### config.mk
export PLATFORM = sky130hd
export DESIGN_NAME = jellyvl_etherneco_packet_tx
export DESIGN_NICKNAME = d
export VERILOG_FILES = /design/src/rtl/jellyvl_etherneco_packet_tx.sv
export SDC_FILE = /design/constraint.sdc
export NUM_CORES = 1
export LEC_CHECK = 0
export ABC_AREA = 1
export CORE_ASPECT_RATIO = 0.75
export CORE_MARGIN = 3
export CORE_UTILIZATION = 44
export CTS_CLUSTER_DIAMETER = 40
export DETAILED_ROUTE_END_ITERATION = 10
export GPL_TIMING_DRIVEN = 1
export PLACE_DENSITY = 0.72
export SYNTH_ARGS = -nofsm -noshare
export SYNTH_HDL_FRONTEND = slang
export SYNTH_SLANG_ARGS = --single-unit
### constraint.sdc
create_clock -name clk -period 2.6 [get_ports clk]
set_input_delay 0.39 -clock clk [delete_from_list [all_inputs] [get_ports clk]]
set_output_delay 0.39 -clock clk [all_outputs]
set_load 0.005 [all_outputs]
### src/rtl/jellyvl_etherneco_packet_tx.sv
`default_nettype none
// ============================================================================
//  Module   : jellyvl_etherneco_packet_tx
//  Brief    : EtherNeco frame generator (preamble, length, type, node,
//             payload, CRC32 FCS) with optional output register slice.
//  Revision : 1.0  initial release
// ============================================================================

module jellyvl_etherneco_packet_tx #(
  parameter int   GAP_CYCLES = 2,
  parameter logic M_REGS     = 1'b1
) (
  input  logic        reset,
  input  logic        clk,

  input  logic        tx_start,
  input  logic [15:0] tx_length,
  input  logic [7:0]  tx_type,
  input  logic [7:0]  tx_node,
  output logic        tx_busy,
  output logic        tx_done,

  input  logic [7:0]  s_payload_data,
  input  logic        s_payload_valid,
  output logic        s_payload_ready,

  output logic        m_tx_first,
  output logic        m_tx_last,
  output logic [7:0]  m_tx_data,
  output logic        m_tx_valid,
  input  logic        m_tx_ready
);

  localparam logic [2:0] c_ST_IDLE     = 3'd0;
  localparam logic [2:0] c_ST_PREAMBLE = 3'd1;
  localparam logic [2:0] c_ST_LENGTH   = 3'd2;
  localparam logic [2:0] c_ST_TYPE     = 3'd3;
  localparam logic [2:0] c_ST_NODE     = 3'd4;
  localparam logic [2:0] c_ST_PAYLOAD  = 3'd5;
  localparam logic [2:0] c_ST_FCS      = 3'd6;
  localparam logic [2:0] c_ST_GAP      = 3'd7;

  localparam logic [15:0] c_GAP_LAST = 16'(GAP_CYCLES - 1);

  // Ethernet CRC-32, LSB-first; the register is kept un-inverted
  function automatic logic [31:0] f_crc_byte(input logic [31:0] crc, input logic [7:0] data);
    logic [31:0] c;
    c = crc;
    for (int i = 0; i < 8; i++) begin
      if (c[0] ^ data[i]) c = (c >> 1) ^ 32'hEDB88320;
      else                c = c >> 1;
    end
    return c;
  endfunction

  logic [2:0]  r_state;
  logic [2:0]  w_next;
  logic [3:0]  r_cnt;
  logic [15:0] r_pay_cnt;
  logic [15:0] r_gap;
  logic [15:0] r_length;
  logic [7:0]  r_type;
  logic [7:0]  r_node;
  logic [31:0] r_crc;
  logic [31:0] w_fcs;

  logic        w_valid;
  logic        w_first;
  logic        w_last;
  logic [7:0]  w_data;
  logic        w_ready;
  logic        w_hs;
  logic        w_crc_en;
  logic        w_crc_first;

  assign w_hs        = w_valid & w_ready;
  assign w_fcs       = ~r_crc;
  assign tx_busy     = (r_state != c_ST_IDLE);
  assign w_crc_first = (r_state == c_ST_LENGTH) && (r_cnt == 4'd0);
  assign w_crc_en    = w_hs && ((r_state == c_ST_LENGTH) || (r_state == c_ST_TYPE) ||
                                (r_state == c_ST_NODE)   || (r_state == c_ST_PAYLOAD));

  always_ff @(posedge clk or negedge reset) begin
    if (!reset) r_state <= c_ST_IDLE;
    else        r_state <= w_next;
  end

  always_comb begin
    w_next = r_state;
    case (r_state)
      c_ST_IDLE:     if (tx_start) w_next = c_ST_PREAMBLE;
      c_ST_PREAMBLE: if (w_hs && r_cnt == 4'd7) w_next = c_ST_LENGTH;
      c_ST_LENGTH:   if (w_hs && r_cnt == 4'd1) w_next = c_ST_TYPE;
      c_ST_TYPE:     if (w_hs) w_next = c_ST_NODE;
      c_ST_NODE:     if (w_hs) w_next = c_ST_PAYLOAD;
      c_ST_PAYLOAD:  if (w_hs && r_pay_cnt == r_length) w_next = c_ST_FCS;
      c_ST_FCS:      if (w_hs && r_cnt == 4'd3) w_next = (GAP_CYCLES == 0) ? c_ST_IDLE : c_ST_GAP;
      c_ST_GAP:      if (r_gap == c_GAP_LAST) w_next = c_ST_IDLE;
      default:       w_next = c_ST_IDLE;
    endcase
  end

  always_comb begin
    w_valid         = 1'b0;
    w_first         = 1'b0;
    w_last          = 1'b0;
    w_data          = 8'h00;
    s_payload_ready = 1'b0;
    tx_done         = 1'b0;
    case (r_state)
      c_ST_PREAMBLE: begin
        w_valid = 1'b1;
        w_first = (r_cnt == 4'd0);
        w_data  = (r_cnt == 4'd7) ? 8'hD5 : 8'h55;
      end
      c_ST_LENGTH: begin
        w_valid = 1'b1;
        w_data  = r_cnt[0] ? r_length[15:8] : r_length[7:0];
      end
      c_ST_TYPE: begin
        w_valid = 1'b1;
        w_data  = r_type;
      end
      c_ST_NODE: begin
        w_valid = 1'b1;
        w_data  = r_node;
      end
      c_ST_PAYLOAD: begin
        w_valid         = s_payload_valid;
        w_data          = s_payload_data;
        s_payload_ready = w_ready;
      end
      c_ST_FCS: begin
        w_valid = 1'b1;
        w_last  = (r_cnt == 4'd3);
        case (r_cnt[1:0])
          2'd0:    w_data = w_fcs[7:0];
          2'd1:    w_data = w_fcs[15:8];
          2'd2:    w_data = w_fcs[23:16];
          default: w_data = w_fcs[31:24];
        endcase
        tx_done = w_hs && (r_cnt == 4'd3);
      end
      default: ;
    endcase
  end

  // Counters and CRC only move on a byte handshake, so stalls hold everything
  always_ff @(posedge clk or negedge reset) begin
    if (!reset) begin
      r_cnt     <= 4'd0;
      r_pay_cnt <= 16'd0;
      r_gap     <= 16'd0;
      r_length  <= 16'd0;
      r_type    <= 8'd0;
      r_node    <= 8'd0;
      r_crc     <= 32'hFFFFFFFF;
    end else begin
      if (r_state == c_ST_IDLE && tx_start) begin
        r_length <= tx_length;
        r_type   <= tx_type;
        r_node   <= tx_node;
      end
      if (w_next != r_state) r_cnt <= 4'd0;
      else if (w_hs)         r_cnt <= r_cnt + 4'd1;
      if (r_state != c_ST_PAYLOAD) r_pay_cnt <= 16'd0;
      else if (w_hs)               r_pay_cnt <= r_pay_cnt + 16'd1;
      if (r_state != c_ST_GAP) r_gap <= 16'd0;
      else                     r_gap <= r_gap + 16'd1;
      if (w_crc_en) r_crc <= f_crc_byte(w_crc_first ? 32'hFFFFFFFF : r_crc, w_data);
    end
  end

  generate
    if (M_REGS) begin : g_m_regs
      logic       r_m_valid;
      logic       r_m_first;
      logic       r_m_last;
      logic [7:0] r_m_data;

      assign w_ready = !r_m_valid || m_tx_ready;

      always_ff @(posedge clk or negedge reset) begin
        if (!reset) begin
          r_m_valid <= 1'b0;
          r_m_first <= 1'b0;
          r_m_last  <= 1'b0;
          r_m_data  <= 8'h00;
        end else if (w_ready) begin
          r_m_valid <= w_valid;
          r_m_first <= w_first;
          r_m_last  <= w_last;
          r_m_data  <= w_data;
        end
      end

      assign m_tx_valid = r_m_valid;
      assign m_tx_first = r_m_first;
      assign m_tx_last  = r_m_last;
      assign m_tx_data  = r_m_data;
    end else begin : g_m_direct
      assign w_ready    = m_tx_ready;
      assign m_tx_valid = w_valid;
      assign m_tx_first = w_first;
      assign m_tx_last  = w_last;
      assign m_tx_data  = w_data;
    end
  endgenerate

endmodule

`default_nettype wire

# --- Word level (Yosys, flattened, before mapping) ---
# Index checks and enable logic that the tools add are counted.
op_classes:
  n_addsub: 3
  n_eq_ne: 17
  n_mux: 39
  bitwise: 18
  n_reduce_logical: 19
op_table:
  columns: ["operator", "count"]
  rows:
  - ["32-bit two-way mux", 16]
  - ["13-bit inverter with 14-bit output", 8]
  - ["16-bit two-way mux", 3]
  - ["8-bit case mux with 6 select lines", 1]
  - ["16-bit by 1-bit adder with 16-bit output (second input constant)", 2]
  - ["32-bit inverter", 1]
  - ["3-bit two-way mux", 8]
  - ["3-bit case mux with 8 select lines", 1]
  - ["8-bit case mux with 3 select lines", 1]
  - ["16-bit by 1-bit equality test with 1-bit output (second input constant)", 1]
  - ["16-bit equality test", 1]
  - ["8-bit two-way mux", 2]
  - ["3-bit equality test (second input constant)", 4]
  - ["4-bit two-way mux", 2]
  - ["1-bit bitwise XOR", 8]
  - ["1-bit logical AND", 7]
  - ["3-bit by 2-bit equality test with 1-bit output (second input constant)", 2]
  - ["3-bit != test (second input constant)", 2]
  - ["5-bit OR reduction", 1]
  - ["4-bit by 1-bit adder with 4-bit output (second input constant)", 1]
  - ["4-bit by 1-bit equality test with 1-bit output (second input constant)", 1]
  - ["4-bit by 2-bit equality test with 1-bit output (second input constant)", 1]
  - ["4-bit by 3-bit equality test with 1-bit output (second input constant)", 1]
  - ["4-bit logical NOT", 1]
  - ["other kinds (13)", 20]
word_totals:
  reg_bits: 114
  input_bits: 45
  out_inout_bits: 14
  word_cells: 108

# --- Depth between registers and ports, before layout ---
logic_depth:
  depth_word: 26
  depth_mapped: 20
  ltp_nobuf: 18

# --- Least setup slack after synthesis ---
# Ideal clock, no wire load.
synth_timing:
  path_kind: "reg-to-reg"
  startpoint: "reg r_cnt[0]"
  endpoint: "reg r_crc[24]"
  setup_time_ns: 0.076
  arrival_ns: 2.098
  required_ns: 2.524
  setup_slack_ns: 0.425
  path_stages_with_launch: 18
  n_path_buf: 2
  period_less_slack_ns: 2.175
  cell_sequence: "dfrtp_1 -> buf_2 -> inv_1 -> ha_1 -> buf_2 -> nand2_1 -> o21ai_0 -> o21ai_1 -> nand2_1 -> nand2_1 -> nand2_4 -> nand2_2 -> nand2_2 -> nand2_1 -> nand2_2 -> or2_1 -> nand3_1 -> nand2_1"
synth_between:
  elab_chain_cells: 24
  elab_cells_between_ends: 37
  cone_classes: "eq/ne (3); mux (20); bitwise (11); reduce/logical (3)"
synth_lines:
  columns: ["item", "line", "text"]
  rows:
  - ["from (decl)", "58", "logic [3:0] r_cnt;"]
  - ["from (signal assigned)", "165", "else if (w_hs) r_cnt <= r_cnt + 4'd1;"]
  - ["2-bit equality test (tied with other cells)", "136", "case (r_cnt[1:0])"]
  - ["8-bit case mux with 3 select lines or 1-bit logical AND (tied branches)", "136, 79", null]
  - ["8-bit case mux with 6 select lines or 32-bit two-way mux (tied branches)", "110, 170", null]
  - ["1-bit bitwise XOR", "50", "if (c[0] ^ data[i]) c = (c >> 1) ^ 32'hEDB88320;"]
  - ["32-bit two-way mux", "50", null]
  - ["32-bit two-way mux", "170", "if (w_crc_en) r_crc <= f_crc_byte(w_crc_first ? 32'hFFFFFFFF : r_crc, w_data);"]
  - ["13-bit inverter with 14-bit output (no source line)", null, null]
  - ["32-bit two-way mux", "50", null]
  - ["[8 not listed]", null, null]
  - ["32-bit two-way mux", "170", null]
  - ["13-bit inverter with 14-bit output (no source line)", null, null]
  - ["32-bit two-way mux", "50", null]
  - ["32-bit two-way mux", "170", null]
  - ["32-bit two-way mux", "50", null]
  - ["32-bit two-way mux", "170", null]
  - ["13-bit inverter with 14-bit output (no source line)", null, null]
  - ["32-bit two-way mux *", "50", null]
  - ["to (signal assigned)", "170", null]
  - ["to (decl)", "64", "logic [31:0] r_crc;"]
# Every way passes the cells marked *; elsewhere a longest branch is shown, timed or not. The select of a mux whose other input is x is not followed.
# A chain may end at the register's enable or synchronous reset.

# --- Worst setup path after layout ---
layout_timing:
  startpoint: "reg r_state[2]"
  endpoint: "out tx_done"
layout_between:
  elab_chain_cells: 6
  elab_cells_between_ends: 11
  cone_classes: "eq/ne (6); mux (2); bitwise (1); reduce/logical (2)"
layout_lines:
  columns: ["item", "line", "text"]
  rows:
  - ["from (decl)", "56", "logic [2:0] r_state;"]
  - ["from (signal assigned)", "84", "if (!reset) r_state <= c_ST_IDLE;"]
  - ["from (signal assigned)", "85", "else r_state <= w_next;"]
  - ["3-bit by 2-bit equality test with 1-bit output (tied with other cells)", "110", "case (r_state)"]
  - ["5-bit OR reduction (no source line)", null, null]
  - ["1-bit case mux with 2 select lines", "110", null]
  - ["1-bit AND", "76", "assign w_hs = w_valid & w_ready;"]
  - ["1-bit logical AND", "142", "tx_done = w_hs && (r_cnt == 4'd3);"]
  - ["1-bit two-way mux *", "110", null]
  - ["to (decl)", "21", "output logic tx_done,"]
# Every way passes the cells marked *; elsewhere a longest branch is shown, timed or not.

==> report_table.html <==
<table>
<tr><th>Metric</th><th>Value</th></tr>
<tr><th colspan="2">Logic synthesis</th></tr>
<tr><td>Top cells by area, synth</td><td>sky130_fd_sc_hd__dfrtp_1 (28%), sky130_fd_sc_hd__nand2_1 (13%), sky130_fd_sc_hd__dfstp_2 (12%), sky130_fd_sc_hd__o21ai_0 (5.4%), sky130_fd_sc_hd__inv_1 (4.5%)</td></tr>
<tr><td>FF+latch count, synth</td><td>roughly 110</td></tr>
<tr><td>Number of unique standard cell types used by synthesis</td><td>47</td></tr>
<tr><td>Share of flip-flops with an asynchronous set or reset after synthesis</td><td>1.00</td></tr>
<tr><td>Dominant register cell in the synthesized netlist</td><td>sky130_fd_sc_hd__dfrtp_1</td></tr>
<tr><td>Cell count after synthesis</td><td>slightly below 1000</td></tr>
<tr><td>Cell taking the most area after synthesis</td><td>sky130_fd_sc_hd__dfrtp_1</td></tr>
<tr><td>Number of warnings reported in the yosys synthesis log</td><td>0</td></tr>
<tr><td>Cell Area, Synth</td><td>between 7000 and 8000 um2</td></tr>
<tr><td>Top-area cell type share of the netlist area</td><td>0.281</td></tr>
<tr><td>Number of enable flip-flop cells after synthesis</td><td>0</td></tr>
<tr><td>Average cell area after synthesis</td><td>7.57 um2</td></tr>
<tr><td>Part of the Yosys area used for sequential elements</td><td>0.397</td></tr>
<tr><td>Mapped Nets</td><td>slightly above 1000</td></tr>
<tr><th colspan="2">Critical path</th></tr>
<tr><td>Type of destination of the critical path</td><td>output pin</td></tr>
<tr><td>Slowest CP cell</td><td>sky130_fd_sc_hd__dfrtp_1</td></tr>
<tr><td>CP startpoint kind</td><td>flop</td></tr>
<tr><td>Family of cells with the greatest summed delay on the critical path</td><td>buffers and inverters</td></tr>
<tr><td>Worst-path cell chain</td><td>nand3_4, inv_2, nand4_1, inv_1, clkdlybuf4s50_1</td></tr>
<tr><td>Data arrival at the endpoint of the critical path</td><td>around 2.1 ns</td></tr>
<tr><td>Reg-to-reg slack, setup</td><td>0.15 ns</td></tr>
<tr><td>Worst-path maximum fanout</td><td>9</td></tr>
<tr><td>Required time of the worst setup path</td><td>2.21 ns</td></tr>
<tr><td>Worst path bufs/invs</td><td>3</td></tr>
<tr><td>Category of the most critical setup path</td><td>flop to output pin</td></tr>
<tr><td>Stages on worst setup path</td><td>5</td></tr>
<tr><td>Capture instance of the worst register-to-register path</td><td>r_crc[22]$_DFFE_PN1P_</td></tr>
<tr><td>Critical Path Max Stage Delay</td><td>0.59 ns</td></tr>
<tr><td>R2R cell count</td><td>16</td></tr>
<tr><td>Source of the worst register-to-register timing path</td><td>r_cnt[0]$_DFFE_PN0P_</td></tr>
<tr><th colspan="2">Layout</th></tr>
<tr><td>Finished Core Util</td><td>0.553</td></tr>
<tr><td>Final instance area</td><td>between 8000 and 9000 um2</td></tr>
<tr><td>Relative area change from synthesis to final layout</td><td>22.2%</td></tr>
<tr><td>Fraction of layout cells with a size suffix above 1</td><td>0.190</td></tr>
<tr><td>Area of the multi-input gates</td><td>between 3000 and 4000 um2</td></tr>
<tr><td>Fillcell total</td><td>roughly 1500</td></tr>
<tr><td>Final Net Count</td><td>roughly 1100</td></tr>
<tr><td>Area used by sequential logic in the layout</td><td>~2900 um2</td></tr>
<tr><td>Diode insertion count for antenna repair</td><td>0</td></tr>
<tr><th colspan="2">Routing</th></tr>
<tr><td>Wire length reported by the detailed router</td><td>20300 um</td></tr>
<tr><td>Residual DRC count</td><td>0</td></tr>
<tr><td>Average detailed-routed wire length per instance</td><td>about 16 um</td></tr>
<tr><td>Drt first-iter violations</td><td>around 740</td></tr>
<tr><td>Via count</td><td>approximately 6700</td></tr>
<tr><td>First-pass iteration count of the detailed router</td><td>5</td></tr>
<tr><td>Via density per instance</td><td>around 5.3</td></tr>
<tr><td>Remaining number of nets flagged by the antenna check after routing</td><td>0</td></tr>
<tr><th colspan="2">STA</th></tr>
<tr><td>Least-Margin Pin Slew</td><td>about 0.47 ns</td></tr>
<tr><td>Fin crit share</td><td>0.945</td></tr>
<tr><td>Top achievable clock speed</td><td>between 400 and 500 MHz</td></tr>
<tr><td>Clock period minus worst slack</td><td>roughly 2.5 ns</td></tr>
<tr><td>Endpoints failing setup</td><td>0</td></tr>
<tr><td>Number of hold-slack violations in the final timing report</td><td>0</td></tr>
<tr><td>Unrepaired setup endpoints after global routing</td><td>false</td></tr>
<tr><td>Worst Clk Skew</td><td>0.00886 ns</td></tr>
<tr><td>Smallest hold slack</td><td>roughly 0.42 ns</td></tr>
<tr><td>Final count of pins violating max slew</td><td>0</td></tr>
<tr><td>PnR worst setup slack</td><td>around 0.14 ns</td></tr>
<tr><td>Summed negative setup slack over all endpoints</td><td>0 ns</td></tr>
<tr><td>Slew HR</td><td>0.686</td></tr>
<tr><th colspan="2">Clocking</th></tr>
<tr><td>Clock transition at the register clock pins on the worst setup and hold paths after CTS</td><td>around 0.06 ns</td></tr>
<tr><td>Post-CTS setup repair buffer count</td><td>0</td></tr>
<tr><td>Deepest clock path buffer count</td><td>2</td></tr>
<tr><td>Clock tree from TritonCTS</td><td>done</td></tr>
<tr><td>Worst-Skew Late Latency</td><td>0.43 ns</td></tr>
<tr><td>Number of buffers created by CTS</td><td>17</td></tr>
<tr><td>Clock sink count</td><td>114</td></tr>
<tr><td>Root buffer cell</td><td>sky130_fd_sc_hd__clkbuf_16</td></tr>
<tr><td>CTS H-tree depth</td><td>4</td></tr>
<tr><th colspan="2">Die</th></tr>
<tr><td>Core footprint</td><td>around 16000 um2</td></tr>
<tr><td>Die extent in y</td><td>~120 um</td></tr>
<tr><td>Starting density of the core</td><td>0.452</td></tr>
<tr><td>Top-level I/O count</td><td>slightly below 60</td></tr>
<tr><td>Die area</td><td>between 15000 and 20000 um2</td></tr>
<tr><td>Number of core rows</td><td>40</td></tr>
<tr><td>Die X-Extent</td><td>155 um</td></tr>
<tr><th colspan="2">Pwr</th></tr>
<tr><td>Comb pwr share</td><td>0.562</td></tr>
<tr><td>Part of the power in registers</td><td>0.242</td></tr>
<tr><td>Switching part of the total power</td><td>0.466</td></tr>
<tr><td>Clock network fraction of total power</td><td>0.196</td></tr>
<tr><td>P_leak</td><td>between 4 and 5 nW</td></tr>
<tr><td>Switching component of the power</td><td>~5.9 mW</td></tr>
<tr><td>Pwr/cell area</td><td>around 1400 nW/um2</td></tr>
<tr><td>Peak ir drop on the vdd network</td><td>around 620 uV</td></tr>
<tr><td>Power Internal</td><td>between 6 and 7 mW</td></tr>
<tr><th colspan="2">Global routing</th></tr>
<tr><td>Total routing resource utilization after global routing</td><td>0.227</td></tr>
<tr><td>Global-route wire length before repair</td><td>between 30000 and 40000 um</td></tr>
<tr><td>Total gr overflow</td><td>0</td></tr>
<tr><td>Antenna violations before repair</td><td>0</td></tr>
<tr><td>Via count of the first global-routing pass</td><td>6308</td></tr>
<tr><td>Maximum number of pins on one net before global-route repair</td><td>53</td></tr>
<tr><th colspan="2">Place</th></tr>
<tr><td>GPL Wtd Cong</td><td>around 0.96</td></tr>
<tr><td>Pre-CTS WS</td><td>0.115 ns</td></tr>
<tr><td>Half-perimeter wire length of the detailed placement result</td><td>about 15000 um</td></tr>
<tr><td>Area of placed instances</td><td>slightly above 8000 um2</td></tr>
<tr><td>I/O Buffers</td><td>58</td></tr>
<tr><th colspan="2">Run</th></tr>
<tr><td>MaxCap Viol Count</td><td>0</td></tr>
<tr><th colspan="2">Outcome</th></tr>
<tr><td>Status</td><td>finished clean</td></tr>
<tr><th colspan="2">Min path</th></tr>
<tr><td>Min-Delay Path Class</td><td>input pin to asynchronous set/reset pin</td></tr>
</table>
-- stage by stage --
stage	power (mW)	cells
floorplan	8.03	963
global placement	9.88	1236
detailed placement	10.0	1236
CTS	12.6	1269
global route	13.7	1269
finish	12.7	1269
-- registers in the layout, indices dropped and copies added (netlist names) --
signal,flops
m_tx_data,8
m_tx_first,1
m_tx_last,1
m_tx_valid,1
r_cnt,4
r_crc,32
r_gap,16
r_length,16
r_node,8
r_pay_cnt,16
r_state,3
r_type,8
-- how the worst max path moves through the flow --
stage / slack (ns) / from / endpoint
6_report: 0.14 / r_state[2]$_DFF_PN0_ / tx_done
5_1_grt: 0.005 / r_state[2]$_DFF_PN0_ / r_crc[23]$_DFFE_PN1P_
4_1_cts: 0.09 / r_cnt[1]$_DFFE_PN0P_ / r_crc[28]$_DFFE_PN1P_
3_5_place_dp: 0.11 / s_payload_data[4] / r_crc[28]$_DFFE_PN1P_
3_3_place_gp: 0.17 / s_payload_data[4] / r_crc[28]$_DFFE_PN1P_
2_1_floorplan: 0.43 / r_cnt[0]$_DFFE_PN0P_ / r_crc[24]$_DFFE_PN1P_
-- placed cells by master (no fill, tap or decap), drive strengths merged, types with 7 or more instances in the layout --
master and n:
a21oi 29, a31oi 9, buf 36, clkbuf 19, clkdlybuf4s50 57, dfrtp 82
dfstp 32, ha 10, inv 102, mux2 17, nand2 292, nand3 68
nand4 20, nor2 84, nor3 19, o21ai 97, or2 7, xnor2 15
xor2 37
-- area by class of cell --
type	instances	share of cell area
multi-input cells	718	0.434
flip-flops and latches	114	0.325
repair buffers	94	0.0983
clock buffers	19	0.0508
inverters	101	0.0431
well taps	210	0.0295
clock inverters	13	0.0195
-- power by group through the flow --
stage	combinational [mW]	sequential [mW]	clock, mW
2_1_floorplan	5.13	2.91	0
3_3_place_gp	6.80	3.08	0
3_5_place_dp	6.92	3.09	0
4_1_cts	6.99	3.07	2.53
5_1_grt	7.96	3.15	2.62
6_report	7.16	3.08	2.49
-- timing repair --
item	CTS	global route
hold buffers	1	0
gates resized for setup	0	8
setup endpoints to repair	0	18
hold endpoints to repair	23	0
-- cell usage after synthesis, types with 2 or more instances --
| cell type | number |
|---|---|
| sky130_fd_sc_hd__o21ai_2 | 4 |
| sky130_fd_sc_hd__nor3_1 | 17 |
| sky130_fd_sc_hd__nand3b_1 | 2 |
| sky130_fd_sc_hd__mux2_2 | 17 |
| sky130_fd_sc_hd__clkinv_1 | 3 |
| sky130_fd_sc_hd__inv_2 | 9 |
| sky130_fd_sc_hd__nand2_4 | 8 |
| sky130_fd_sc_hd__ha_1 | 10 |
| sky130_fd_sc_hd__inv_1 | 88 |
| sky130_fd_sc_hd__a211oi_1 | 2 |
| sky130_fd_sc_hd__nand3_1 | 63 |
| sky130_fd_sc_hd__a31oi_1 | 9 |
| sky130_fd_sc_hd__nand2_1 | 257 |
| sky130_fd_sc_hd__nor2_2 | 9 |
| sky130_fd_sc_hd__buf_2 | 5 |
| sky130_fd_sc_hd__dfstp_2 | 32 |
| sky130_fd_sc_hd__nor2_1 | 72 |
| sky130_fd_sc_hd__or2_1 | 3 |
| sky130_fd_sc_hd__o21a_1 | 3 |
| sky130_fd_sc_hd__xnor2_1 | 15 |
| sky130_fd_sc_hd__buf_4 | 5 |
| sky130_fd_sc_hd__clkbuf_1 | 13 |
| sky130_fd_sc_hd__dfrtp_1 | 82 |
| sky130_fd_sc_hd__a21oi_1 | 28 |
| sky130_fd_sc_hd__xor2_1 | 37 |
| sky130_fd_sc_hd__o21ai_0 | 79 |
| sky130_fd_sc_hd__o21ai_1 | 14 |
| sky130_fd_sc_hd__nand3_2 | 4 |
| sky130_fd_sc_hd__buf_6 | 6 |
| sky130_fd_sc_hd__or2_2 | 4 |
| sky130_fd_sc_hd__nand4_1 | 19 |
| sky130_fd_sc_hd__nor2_4 | 3 |
| sky130_fd_sc_hd__nand2_2 | 27 |
-- routing by layer --
layer / share of wire / global-route usage / wire length, um / vias to the layer above
met4: 0.016 / 0.0546 / 332 / 0
met5: 0 / 0 / 0 / -
met3: 0.076 / 0.0481 / 1540 / 27
met1: 0.49 / 0.354 / 10000 / 3152
met2: 0.42 / 0.319 / 8450 / 254
li1: - / - / - / 3286
-- kinds of logic (layout without fill, tap and decap cells) --
group | after synthesis | count (layout) | synth area share
XOR/XNOR | 52 | 52 | 0.0625
flip-flops | 114 | 114 | 0.397
adder cells (fa/ha/maj) | 10 | 10 | 0.0172
multiplexers | 17 | 17 | 0.0263
buffers and inverters | 131 | 227 | 0.0774
AND/OR/NAND/NOR | 494 | 494 | 0.312
AO/OA/AOI/OAI | 145 | 145 | 0.108
No activity file was read; power rests on OpenSTA's default activity.
